--- config.mk ---
export PLATFORM = sky130hd
export DESIGN_NAME = prefetch_unit
export DESIGN_NICKNAME = d
export VERILOG_FILES = /design/src/rtl/prefetch_unit.sv
export SDC_FILE = /design/constraint.sdc
export NUM_CORES = 1
export LEC_CHECK = 0
export ABC_AREA = 1
export BUFFER_PORTS_ARGS = -buffer_cell sky130_fd_sc_hd__buf_2
export CAP_MARGIN = 20
export CORE_MARGIN = 2
export CORE_UTILIZATION = 40
export CTS_CLUSTER_DIAMETER = 150
export CTS_CLUSTER_SIZE = 14
export DETAILED_ROUTE_END_ITERATION = 8
export SYNTH_ARGS = -nofsm -noshare
export SYNTH_HDL_FRONTEND = slang
export SYNTH_SLANG_ARGS = --single-unit
--- constraint.sdc ---
create_clock -name pf_clk -period 9.9 [get_ports pf_clk]
set_input_delay 2.97 -clock pf_clk [delete_from_list [all_inputs] [get_ports pf_clk]]
set_output_delay 2.97 -clock pf_clk [all_outputs]
set_load 0.05 [all_outputs]
--- src/rtl/prefetch_unit.sv ---
// Instruction prefetch stage: sequential fetch over a syn/ack handshake into a
// DEPTH-entry circular queue, with head presentation to the decoder and
// redirect flush that drains any in-flight fetch.
module prefetch_unit #(
  parameter int unsigned          IWIDTH   = 32,
  parameter int unsigned          PC_WIDTH = 32,
  parameter int unsigned          AWIDTH   = 5,
  parameter int unsigned          DEPTH    = 4,
  parameter logic [PC_WIDTH-1:0]  RESET_PC = '0
) (
  input  logic                         pf_clk,
  input  logic                         pf_rst,
  output logic                         pf_o_syn,
  output logic [AWIDTH-1:0]            pf_o_addr_instr,
  input  logic                         pf_i_ack,
  input  logic [IWIDTH-1:0]            pf_i_instr,
  input  logic                         pf_change_pc,
  input  logic [PC_WIDTH-1:0]          pf_alu_pc_value,
  input  logic                         pf_i_stall,
  output logic [IWIDTH-1:0]            pf_o_instr,
  output logic [PC_WIDTH-1:0]          pf_o_pc,
  output logic                         pf_o_ce,
  output logic                         pf_o_stall,
  output logic                         pf_o_flush,
  output logic [$clog2(DEPTH+1)-1:0]   pf_o_count
);

  localparam int unsigned PTR_W = (DEPTH > 1) ? $clog2(DEPTH) : 1;
  localparam int unsigned CNT_W = $clog2(DEPTH + 1);
  localparam logic [PC_WIDTH-1:0] ALIGN_MASK = {{(PC_WIDTH-2){1'b1}}, 2'b00};
  localparam logic [PC_WIDTH-1:0] PC_STEP    = PC_WIDTH'(4);

  typedef enum logic [1:0] {
    ST_IDLE  = 2'd0,
    ST_REQ   = 2'd1,
    ST_DRAIN = 2'd2
  } state_t;

  state_t                state_q, state_d;
  logic [PC_WIDTH-1:0]   fetch_pc_q, fetch_pc_d;
  logic [PTR_W-1:0]      wr_ptr_q, wr_ptr_d;
  logic [PTR_W-1:0]      rd_ptr_q, rd_ptr_d;
  logic [CNT_W-1:0]      count_q, count_d;
  logic                  flush_q, flush_d;
  logic [AWIDTH-1:0]     stale_addr_q, stale_addr_d;
  logic [IWIDTH-1:0]     q_instr_q [DEPTH];
  logic [IWIDTH-1:0]     q_instr_d [DEPTH];
  logic [PC_WIDTH-1:0]   q_pc_q    [DEPTH];
  logic [PC_WIDTH-1:0]   q_pc_d    [DEPTH];

  logic                  push_c;
  logic                  pop_c;

  // Pointer advance with wrap at DEPTH.
  function automatic logic [PTR_W-1:0] ptr_inc(input logic [PTR_W-1:0] p);
    return (p == PTR_W'(DEPTH - 1)) ? '0 : p + PTR_W'(1);
  endfunction

  // Next-state, queue update and redirect handling; redirect overrides push/pop.
  always_comb begin
    state_d      = state_q;
    fetch_pc_d   = fetch_pc_q;
    wr_ptr_d     = wr_ptr_q;
    rd_ptr_d     = rd_ptr_q;
    count_d      = count_q;
    flush_d      = 1'b0;
    stale_addr_d = stale_addr_q;
    q_instr_d    = q_instr_q;
    q_pc_d       = q_pc_q;
    push_c       = (state_q == ST_REQ) && pf_i_ack;
    pop_c        = (count_q != '0) && !pf_i_stall;

    if (pf_change_pc) begin
      count_d    = '0;
      wr_ptr_d   = '0;
      rd_ptr_d   = '0;
      fetch_pc_d = pf_alu_pc_value & ALIGN_MASK;
      flush_d    = 1'b1;
      if ((state_q != ST_IDLE) && !pf_i_ack) begin
        // The memory still owes a response; hold its address until it lands.
        state_d = ST_DRAIN;
        if (state_q == ST_REQ) begin
          stale_addr_d = fetch_pc_q[AWIDTH+1:2];
        end
      end else begin
        state_d = ST_REQ;
      end
    end else begin
      if (push_c) begin
        q_instr_d[wr_ptr_q] = pf_i_instr;
        q_pc_d[wr_ptr_q]    = fetch_pc_q;
        wr_ptr_d            = ptr_inc(wr_ptr_q);
      end
      if (pop_c) begin
        rd_ptr_d = ptr_inc(rd_ptr_q);
      end
      unique case ({push_c, pop_c})
        2'b10:   count_d = count_q + CNT_W'(1);
        2'b01:   count_d = count_q - CNT_W'(1);
        default: count_d = count_q;
      endcase

      unique case (state_q)
        ST_IDLE: begin
          if (count_q < CNT_W'(DEPTH)) begin
            state_d = ST_REQ;
          end
        end
        ST_REQ: begin
          if (pf_i_ack) begin
            fetch_pc_d = fetch_pc_q + PC_STEP;
            state_d    = (count_d < CNT_W'(DEPTH)) ? ST_REQ : ST_IDLE;
          end
        end
        ST_DRAIN: begin
          if (pf_i_ack) begin
            state_d = ST_REQ;
          end
        end
        default: state_d = ST_IDLE;
      endcase
    end
  end

  // Control state register with synchronous active-low reset.
  always_ff @(posedge pf_clk) begin
    if (!pf_rst) begin
      state_q      <= ST_IDLE;
      fetch_pc_q   <= RESET_PC;
      wr_ptr_q     <= '0;
      rd_ptr_q     <= '0;
      count_q      <= '0;
      flush_q      <= 1'b0;
      stale_addr_q <= '0;
    end else begin
      state_q      <= state_d;
      fetch_pc_q   <= fetch_pc_d;
      wr_ptr_q     <= wr_ptr_d;
      rd_ptr_q     <= rd_ptr_d;
      count_q      <= count_d;
      flush_q      <= flush_d;
      stale_addr_q <= stale_addr_d;
    end
  end

  // Queue storage; contents are qualified by count, so no reset is needed.
  always_ff @(posedge pf_clk) begin
    q_instr_q <= q_instr_d;
    q_pc_q    <= q_pc_d;
  end

  assign pf_o_syn        = (state_q == ST_REQ) || (state_q == ST_DRAIN);
  assign pf_o_addr_instr = (state_q == ST_DRAIN) ? stale_addr_q : fetch_pc_q[AWIDTH+1:2];
  assign pf_o_instr      = q_instr_q[rd_ptr_q];
  assign pf_o_pc         = q_pc_q[rd_ptr_q];
  assign pf_o_ce         = (count_q != '0);
  assign pf_o_stall      = (count_q == '0);
  assign pf_o_flush      = flush_q;
  assign pf_o_count      = count_q;

endmodule
==> results of run 1 <==
## worst min-delay path: stages (launching register included)
cell	delay, ps
sky130_fd_sc_hd__dfxtp_1	310
sky130_fd_sc_hd__nand2_1	60
sky130_fd_sc_hd__a21oi_1	50
## worst paths after layout
path / slack, ps / cells past startpoint / end / start
setup / recovery: 3700 / 5 / pf_o_instr[13] / rd_ptr_q[0]
hold / removal: 470 / 2 / stale_addr_q[2] / stale_addr_q[2]
setup reg to reg: 6260 / 7 / q_pc_q[99] / state_q[1]
hold reg to reg: 470 / 2 / stale_addr_q[2] / stale_addr_q[2]
## logic make-up after synthesis
| logic type | after synthesis |
|---|---|
| simple gates | 392 |
| fa+ha+maj | 12 |
| buf+inv | 104 |
| mux | 1 |
| flops | 293 |
| compound gates | 264 |
| other cells | 1 |
| xor+xnor | 8 |
## through the flow
stage	util, %	cells	total power [mW]	cell area, sq um	setup slack (ps)
after floorplan	-	1076	1.52	12000	3550
after global placement	44.1	1560	1.57	13100	3800
after detailed placement	44.1	1560	1.58	13100	3770
after CTS	46.3	1594	2.43	13700	3680
after global routing	46.3	1594	2.49	13700	3490
final	46.3	1594	2.41	13700	3700
## final cells by class
type | instances | share of cell area [%]
clock buffer | 34 | 4.80
timing repair buffer | 149 | 5.59
multi-input combinational | 679 | 23.9
tap | 390 | 3.55
inverter | 49 | 1.35
sequential | 293 | 60.8
## power by group through the flow
stage | clock [mW] | combinational [mW] | sequential (mW)
after CTS | 0.881 | 0.171 | 1.38
after global placement | 0 | 0.169 | 1.41
after detailed placement | 0 | 0.171 | 1.41
final | 0.857 | 0.169 | 1.38
after global routing | 0.923 | 0.185 | 1.38
after floorplan | 0 | 0.116 | 1.40
## flip-flops by register name (all words and copies together), names as in the netlist, 2 cells and up
name / cells
q_instr_q: 128
q_pc_q: 120
fetch_pc_q: 30
stale_addr_q: 5
pf_o_count: 3
rd_ptr_q: 2
state_q: 2
wr_ptr_q: 2
## cell usage in the layout, fill, tap and decap left out, drive strengths merged
cell type  count
a21oi         34
a22o           3
a31o           1
a31oi         10
buf          149
clkbuf        34
clkinv         1
conb           2
dfxtp         45
edfxtp       248
fa             1
ha            11
inv           48
mux2           1
nand2        158
nand3         26
nand4          3
nor2         203
nor3           2
o211ai         1
o21ai        152
o21bai         1
o22ai         62
xnor2          1
xor2           7
## metal layers
metal	GRT usage [%]	share of wire [%]
met5	0	0.046
met4	3.96	1.5
met3	3.06	5.6
met2	29.5	48
met1	24.5	45
==> metrics, run 1 <==
outcome=complete, no violations; Fin Clk Skew=18.4 ps; startpoint type of the worst setup path=register; ys async rst share=0%; count of instances resized after the clock tree is built=0; worst path cell trace=clkinv_2, buf_4, o21ai_0, o22ai_1, buf_2; CTS Hold Bufs=0; setup repair after global routing missed its margin=no; final count of hold timing violations=0; Period Utilization, post-route=62.7%; area of the multi-input gates=around 3300 sq um; number of global-route vias before repair=just under 8000; number of antenna violations at the first check in global routing=1; fraction of layout cells with a size suffix above 1=16.4%; Core Area=between 20000 and 30000 sq um; Detailed Place HPWL=16.8 mm; post-synthesis to final-layout area growth=14.3%; count leader, synth=sky130_fd_sc_hd__edfxtp_1; critical path start-end classification=reg2out; count of standard-cell rows=63; Worst-path clk slew=70 ps; most common library cells after synthesis=sky130_fd_sc_hd__edfxtp_1 (248), sky130_fd_sc_hd__nor2_1 (197), sky130_fd_sc_hd__nand2_1 (154); area fraction in compound gates after synthesis=11.9%; Slew Viols, Final=0; actual transition at the worst max-transition pin=between 900 and 1000 ps; Max-Slew Margin vs Limit=34.4%; pwr dens=175 nW/um^2; number of enable flip-flop cells after synthesis=248; setup bufs post-CTS=0; filler cell count in the final layout=~2800; CP delay by family, top=buffers and inverters; final wirelength=between 20 and 30 mm; syn_area_per_cell=around 11 sq um; buffers plus inverters on the worst setup path=3; crit end category=output pin; data arrival time at the worst-slack endpoint=3230 ps; top-area cell type share of the netlist area=about three fifths; timing-limited maximum frequency=0.161 GHz; post-synthesis instance total=around 1100; total leakage power=4.87 nW; number of CTS-inserted buffers=24; Seq. cell area=8350 sq um; largest vdd supply drop=0.144 mV; Cell Int Power=around 1.9 mW; dominant combinational cell family by area after synthesis=simple AND/OR/NAND/NOR gates; y dimension of the die=177 microns; via count=8262; Sequential Power Share=~57%; basic-gate share of the synthesized area counting and, or, nand and nor cells=13.1%; number of distinct library cells after synthesis=33; Max-Cap Viols=0; average wire per cell in the routed design=17.7 microns; adder and majority gate portion of the synthesized area=1.31%; drt pass-1 iters=6; Tightest Hold Check Type=reg2reg; clock sink count=just under 300; post-synthesis mux area share=0.0937%; DRC marker count from the first detailed-route iteration=roughly 630; boundary pin count=145; Total Die Area=31400 sq um; sequential-to-total area share from yosys stat=between 60% and 70%; layout net count=~1300; initial cell density of the core=between 40% and 50%; largest net degree at the start of global routing=83; CP peak stage delay=720 ps; part of the power in combinational logic=around 7%; clock insertion delay at the later pin of the skew report=between 500 and 600 ps; Final Wtd Congestion=0.840; antenna diode instance count=0; most area-consuming cells after synthesis=sky130_fd_sc_hd__edfxtp_1 (62%), sky130_fd_sc_hd__dfxtp_1 (7.5%), sky130_fd_sc_hd__o21ai_0 (6.3%), sky130_fd_sc_hd__nor2_1 (6.2%), sky130_fd_sc_hd__nand2_1 (4.8%); input/output buffers=140; CTS tree=yes; Synth Area in XOR/XNOR=0.583%; remaining global-route overflow=0; most area-hungry cell type in the Yosys netlist=sky130_fd_sc_hd__edfxtp_1; data required time at the worst endpoint=6930 ps; crit path max fanout=71; accumulated negative setup slack=0 ps; number of nets with antenna violations after routing=0; count of H-tree levels built during CTS=1; Clk Tree Root Cell=sky130_fd_sc_hd__clkbuf_16; slowest stage cell on the critical path=sky130_fd_sc_hd__clkinv_2; number of buffers between clock root and the deepest sink=3; via-per-instance ratio=between 5 and 6; clock network fraction of total power=35.6%; global-route wire length before repair=43.5 mm; switching component of the power=550 uW; post-synthesis sequential element count=293; netlist area before placement=approximately 12000 sq um; final setup violation count=0; predominant post-synthesis flop cell=sky130_fd_sc_hd__edfxtp_1; count of yosys warnings during synthesis=0; post-layout min period=approximately 6200 ps; sw frac=a little under a quarter; overall fraction of global-route tracks in use=17.8%; Min Hold Slack=467 ps; floorplan die width=177 microns; number of remaining DRC errors=0
No activity file was read; power rests on OpenSTA's default activity.
==> inputs of run 2 (changes only) <==
Clock period 9.9 ns to 5.9 ns, I/O delays scaled along.
==> run 2 against run 1 <==
Effect of this change:
- die area did not move
- largest power group unchanged
- final cell count rose by 0.38%
- combinational power rose by 69%
- count of clock-buffer cells in the layout rose by 1
- critical path depth did not move
- sequential power rose by 67%
- non-clock buffer count rose by 5
- highest routed layer is now met4
- flip-flop and latch count did not move
- utilization rose by 0.27 points
- critical path type unchanged
- hold slack got worse by 2.9 ps
- register-to-register slack got worse by 3400 ps
- cell area rose by 0.57%
==> metrics, run 2 (synthesis gave the netlist of run 1 again) <==
worst path cell trace=buf_4, buf_4, o21ai_0, o22ai_1, buf_2; final count of hold timing violations=0 (unchanged); number of global-route vias before repair=7850 (-1.1%); hold wc startpoint=stale_addr_q[1]; biggest registers after layout=q_instr_q (128), q_pc_q (120), fetch_pc_q (30); crit path max fanout=68 (-4.2%); floorplan die width=177 microns (unchanged); CTS tree=yes; setup repair after global routing missed its margin=no; wire length on met2=13.2 mm (-2.0%); slowest stage cell on the critical path=sky130_fd_sc_hd__buf_4; Period Utilization, post-route=79.4%; Met1 Routed Length=12.7 mm (-0.46%); buffers plus inverters on the worst setup path=3 (unchanged); Total Die Area=31400 sq um (unchanged); clock insertion delay at the later pin of the skew report=530 ps (about the same); setup bufs post-CTS=0 (unchanged); Tightest Hold Check Type=reg2reg; overall fraction of global-route tracks in use=17.6% (-0.14 points); post-layout worst setup margin=1220 ps (-2480 ps); CP peak stage delay=670 ps (-50 ps); Fin Clk Skew=24.3 ps (+5.87 ps); outcome=complete, no violations; average wire per cell in the routed design=17.5 microns (-1.4%); reg2reg start=state_q[1]; data required time at the worst endpoint=4130 ps (-2800 ps); y dimension of the die=177 microns (unchanged); Final Wtd Congestion=0.865 (+3.0%); DR WL met3=1.53 mm (-2.9%); via count=8251 (-0.13%); DRC marker count from the first detailed-route iteration=680 (+7.4%); boundary pin count=145 (unchanged); via-per-instance ratio=5.16 (-0.51%); crit-path most repeated cell=sky130_fd_sc_hd__buf_4; Core Area=29600 sq um (unchanged); remaining global-route overflow=0 (unchanged); largest vdd supply drop=0.193 mV (+34%); final setup violation count=0 (unchanged); post-synthesis to final-layout area growth=15.0%; number of CTS-inserted buffers=24 (unchanged); drt pass-1 iters=8 (+2); total leakage power=4.91 nW (+0.81%); count of H-tree levels built during CTS=1 (unchanged); number of nets with antenna violations after routing=0 (unchanged); count of instances resized after the clock tree is built=0 (unchanged); pwr dens=293 nW/um^2 (+67%); timing-limited maximum frequency=0.214 GHz; initial cell density of the core=40.5% (unchanged); Worst-path clk slew=70 ps (about the same); launch point of the critical path=rd_ptr_q[0]; filler cell count in the final layout=2773 (+0.33%); number of antenna violations at the first check in global routing=0 (-1); startpoint type of the worst setup path=register; actual transition at the worst max-transition pin=896 ps (-85.2 ps); clock sink count=293 (unchanged); Clk Tree Root Cell=sky130_fd_sc_hd__clkbuf_16; antenna diode instance count=0 (unchanged); uppermost routed layer=met4; most frequent cells in the layout=sky130_fd_sc_hd__edfxtp_1 (248), sky130_fd_sc_hd__nor2_1 (193), sky130_fd_sc_hd__nand2_1 (154); largest net degree at the start of global routing=69 (-17%); Max-Slew Margin vs Limit=40.3% (+5.8 points); utilization of the core after routing=46.6% (+0.27 points); critical path start-end classification=reg2out; Slew Viols, Final=0 (unchanged); global-route wire length before repair=43.2 mm (-0.68%); commonest non-fill, non-tap cell in the layout=sky130_fd_sc_hd__edfxtp_1; number of buffers between clock root and the deepest sink=3 (unchanged); post-layout min period=4680 ps; input/output buffers=140 (unchanged); post-placement setup slack=1590 ps (-2180 ps); final wirelength=28.0 mm (-0.99%); crit end category=output pin; Detailed Place HPWL=16.9 mm (+0.72%); fraction of layout cells with a size suffix above 1=16.8% (+0.33 points); layout net count=1282 (+0.39%); number of remaining DRC errors=0 (unchanged); number of flip-flops in the largest register=128 (unchanged); data arrival time at the worst-slack endpoint=2910 ps (-320 ps); count of standard-cell rows=63 (unchanged); register with the most flip-flops=q_instr_q; CTS Hold Bufs=0 (unchanged); accumulated negative setup slack=0 ps (unchanged); CP delay by family, top=buffers and inverters; Max-Cap Viols=0 (unchanged); total power=4.05 mW (+68%)
==> run 2: changes by cell type in the layout (fill, tap and decap cells not counted) <==
cell	change
sky130_fd_sc_hd__buf_12	+3
sky130_fd_sc_hd__buf_4	+2
sky130_fd_sc_hd__clkbuf_1	+1
==> run 2: layout make-up <==
| cell class | count | area (sq um) | area share, % |
|---|---|---|---|
| inverter | 49 | 185 | 1.34 |
| clock buffer | 35 | 663 | 4.80 |
| multi-input combinational | 679 | 3280 | 23.8 |
| timing repair buffer | 154 | 843 | 6.10 |
| tap | 390 | 488 | 3.53 |
| sequential | 293 | 8350 | 60.5 |
==> run 2: layer usage <==
metal | global-route usage, % | up-vias
li1 | - | 4033
met1 | 24.3 | 3982
met2 | 29.8 | 197
met3 | 2.40 | 39
met4 | 3.83 | 0
met5 | 0 | -
==> run 2: worst min-delay path, stage by stage, from the launching register on <==
cell	delay [ps]
sky130_fd_sc_hd__dfxtp_1	310
sky130_fd_sc_hd__nand2_1	60
sky130_fd_sc_hd__a21oi_1	50
==> run 2: power breakdown <==
| group | leakage [nW] | total, mW | internal, mW | switching (mW) |
|---|---|---|---|---|
| Combinational | 1.94 | 0.285 | 0.0741 | 0.211 |
| Clock | 0.320 | 1.44 | 0.769 | 0.676 |
| Sequential | 2.65 | 2.31 | 2.28 | 0.0384 |
==> run 2: worst paths after layout <==
check             depth (start not counted)              end  slack (ps)
setup / recovery                          5      pf_o_pc[24]        1220
hold / removal                            2  stale_addr_q[1]         460
setup reg to reg                          7    q_instr_q[65]        2820
hold reg to reg                           2  stale_addr_q[1]         460
==> run 2: stage by stage <==
| stage | hold slack (ps) | instances | instance area (sq um) |
|---|---|---|---|
| floorplan | 437 | 1076 | 12000 |
| global placement | 448 | 1565 | 13200 |
| detailed placement | 453 | 1565 | 13200 |
| CTS | 462 | 1600 | 13800 |
| global route | 481 | 1600 | 13800 |
| finish | 464 | 1600 | 13800 |
==> inputs of run 3 (changes only) <==
Clock period 5.9 ns to 4.5 ns, I/O delays scaled along.
==> run 3 against run 2 <==
Effect of this change:
- critical path depth fell by 1
- register-to-register slack got worse by 710 ps
- die area did not move
- flip-flop and latch count is the same
- first-iteration DRC count is 13% higher
- routed wire length is 1.8% higher
- cell area increased by 0.28%
- hold slack is essentially flat
- critical path type unchanged
==> metrics, run 3 (synthesis gave the netlist of run 1 again) <==
clock insertion delay at the later pin of the skew report=510 ps (-20 ps); commonest non-fill, non-tap cell in the layout=sky130_fd_sc_hd__edfxtp_1; global-route wire length before repair=43.5 mm (+0.80%); average wire per cell in the routed design=17.6 microns (+0.97%); critical path start-end classification=reg2out; Fin Clk Skew=6.83 ps (-17.5 ps); Detailed Place HPWL=17.3 mm (+2.2%); fin area=13900 sq um (+0.28%); Worst-path clk slew=70 ps (about the same); number of flip-flops in the largest register=128 (unchanged); Period Utilization, post-route=85.4%; Core Area=29600 sq um (unchanged); final count of hold timing violations=0 (unchanged); antenna diode instance count=0 (unchanged); Max-Cap Viols=0 (unchanged); Tightest Hold Check Type=reg2reg; initial cell density of the core=40.5% (unchanged); Met1 Routed Length=13.2 mm (+3.9%); count of standard-cell rows=63 (unchanged); count of H-tree levels built during CTS=1 (unchanged); CTS tree=yes; boundary pin count=145 (unchanged); number of antenna violations at the first check in global routing=0 (unchanged); data required time at the worst endpoint=3150 ps (-980 ps); data arrival time at the worst-slack endpoint=2490 ps (-420 ps); input/output buffers=140 (unchanged); Clk Tree Root Cell=sky130_fd_sc_hd__clkbuf_16; clock sink count=293 (unchanged); largest net degree at the start of global routing=79 (+14%); number of nets with antenna violations after routing=0 (unchanged); crit path max fanout=46 (-32%); number of global-route vias before repair=7781 (-0.88%); DR WL met3=1.61 mm (+5.8%); CTS Hold Bufs=0 (unchanged); count of instances resized after the clock tree is built=0 (unchanged); DRC marker count from the first detailed-route iteration=768 (+13%); remaining global-route overflow=0 (unchanged); setup bufs post-CTS=0 (unchanged); most frequent cells in the layout=sky130_fd_sc_hd__edfxtp_1 (248), sky130_fd_sc_hd__nor2_1 (193), sky130_fd_sc_hd__nand2_1 (154); final wirelength=28.5 mm (+1.8%); timing-limited maximum frequency=0.260 GHz; number of remaining DRC errors=0 (unchanged); largest vdd supply drop=0.248 mV (+28%); total leakage power=4.93 nW (+0.50%); outcome=complete, no violations; actual transition at the worst max-transition pin=723 ps (-173 ps); Placed Area=13200 sq um (about the same); register with the most flip-flops=q_instr_q; Total Die Area=31400 sq um (unchanged); final setup violation count=0 (unchanged); y dimension of the die=177 microns (unchanged); fraction of layout cells with a size suffix above 1=16.9% (+0.15 points); post-synthesis to final-layout area growth=15.3%; floorplan die width=177 microns (unchanged); number of CTS-inserted buffers=24 (unchanged); accumulated negative setup slack=0 ps (unchanged); via count=8289 (+0.46%); crit end category=output pin; number of buffers between clock root and the deepest sink=3 (unchanged); via-per-instance ratio=5.14 (-0.35%); Slew Viols, Final=0 (unchanged); setup repair after global routing missed its margin=no; drt pass-1 iters=4 (-4); layout net count=1286 (+0.31%); startpoint type of the worst setup path=register; uppermost routed layer=met4; overall fraction of global-route tracks in use=17.9% (+0.26 points); Final Wtd Congestion=0.846 (-2.1%); pwr dens=386 nW/um^2 (+32%); wire length on met2=13.3 mm (+0.75%); biggest registers after layout=q_instr_q (128), q_pc_q (120), fetch_pc_q (30); post-layout min period=approximately 3800 ps; Max-Slew Margin vs Limit=51.6% (+11 points)
run 3: cell count changes in the layout (fill, tap and decap cells not counted), sizes merged:
cell,delta
clkbuf,+9
buf,+4
run 3: cell type report:
cell class	count	area [sq um]
flip-flops and latches	293	8350
multi-input cells	679	3280
fillers	2770	15800
repair buffers	158	848
clock buffers	44	697
well taps	390	488
inverters	49	185
run 3: path summary, 6_finish.rpt:
check,slack (ps),cells past startpoint,start,endpoint
worst min register to register,460,2,stale_addr_q[0],stale_addr_q[0]
worst max-delay path,660,4,rd_ptr_q[0],pf_o_pc[24]
worst min-delay path,460,2,stale_addr_q[0],stale_addr_q[0]
worst max register to register,2110,14,state_q[1],state_q[0]
run 3: per-stage QoR:
step	total power, mW	hold WS (ps)	instances	utilization (%)	setup WS (ps)
CTS	5.40	463	1613	46.7	637
detailed placement	3.47	454	1569	44.4	1190
global route	5.54	492	1613	46.7	476
finish	5.35	464	1613	46.7	658
global placement	3.47	445	1569	44.4	1180
floorplan	3.34	437	1076	-	-231
run 3: layer usage:
metal | global-route usage (%) | vias up
met4 | 3.42 | 0
met5 | 0 | -
li1 | - | 4051
met2 | 29.6 | 201
met1 | 25.4 | 4011
met3 | 2.44 | 26
run 3: worst max-delay path: stages, from the launching register on:
cell                      delay (ps)
sky130_fd_sc_hd__dfxtp_4         650
sky130_fd_sc_hd__buf_4           490
sky130_fd_sc_hd__o21ai_0         160
sky130_fd_sc_hd__o22ai_1         320
sky130_fd_sc_hd__buf_2           330
run 3: power breakdown:
| part | internal [mW] | switching, mW |
|---|---|---|
| registers | 2.98 | 0.0515 |
| logic | 0.0976 | 0.279 |
| clock network | 1.04 | 0.899 |
| total | 4.12 | 1.23 |
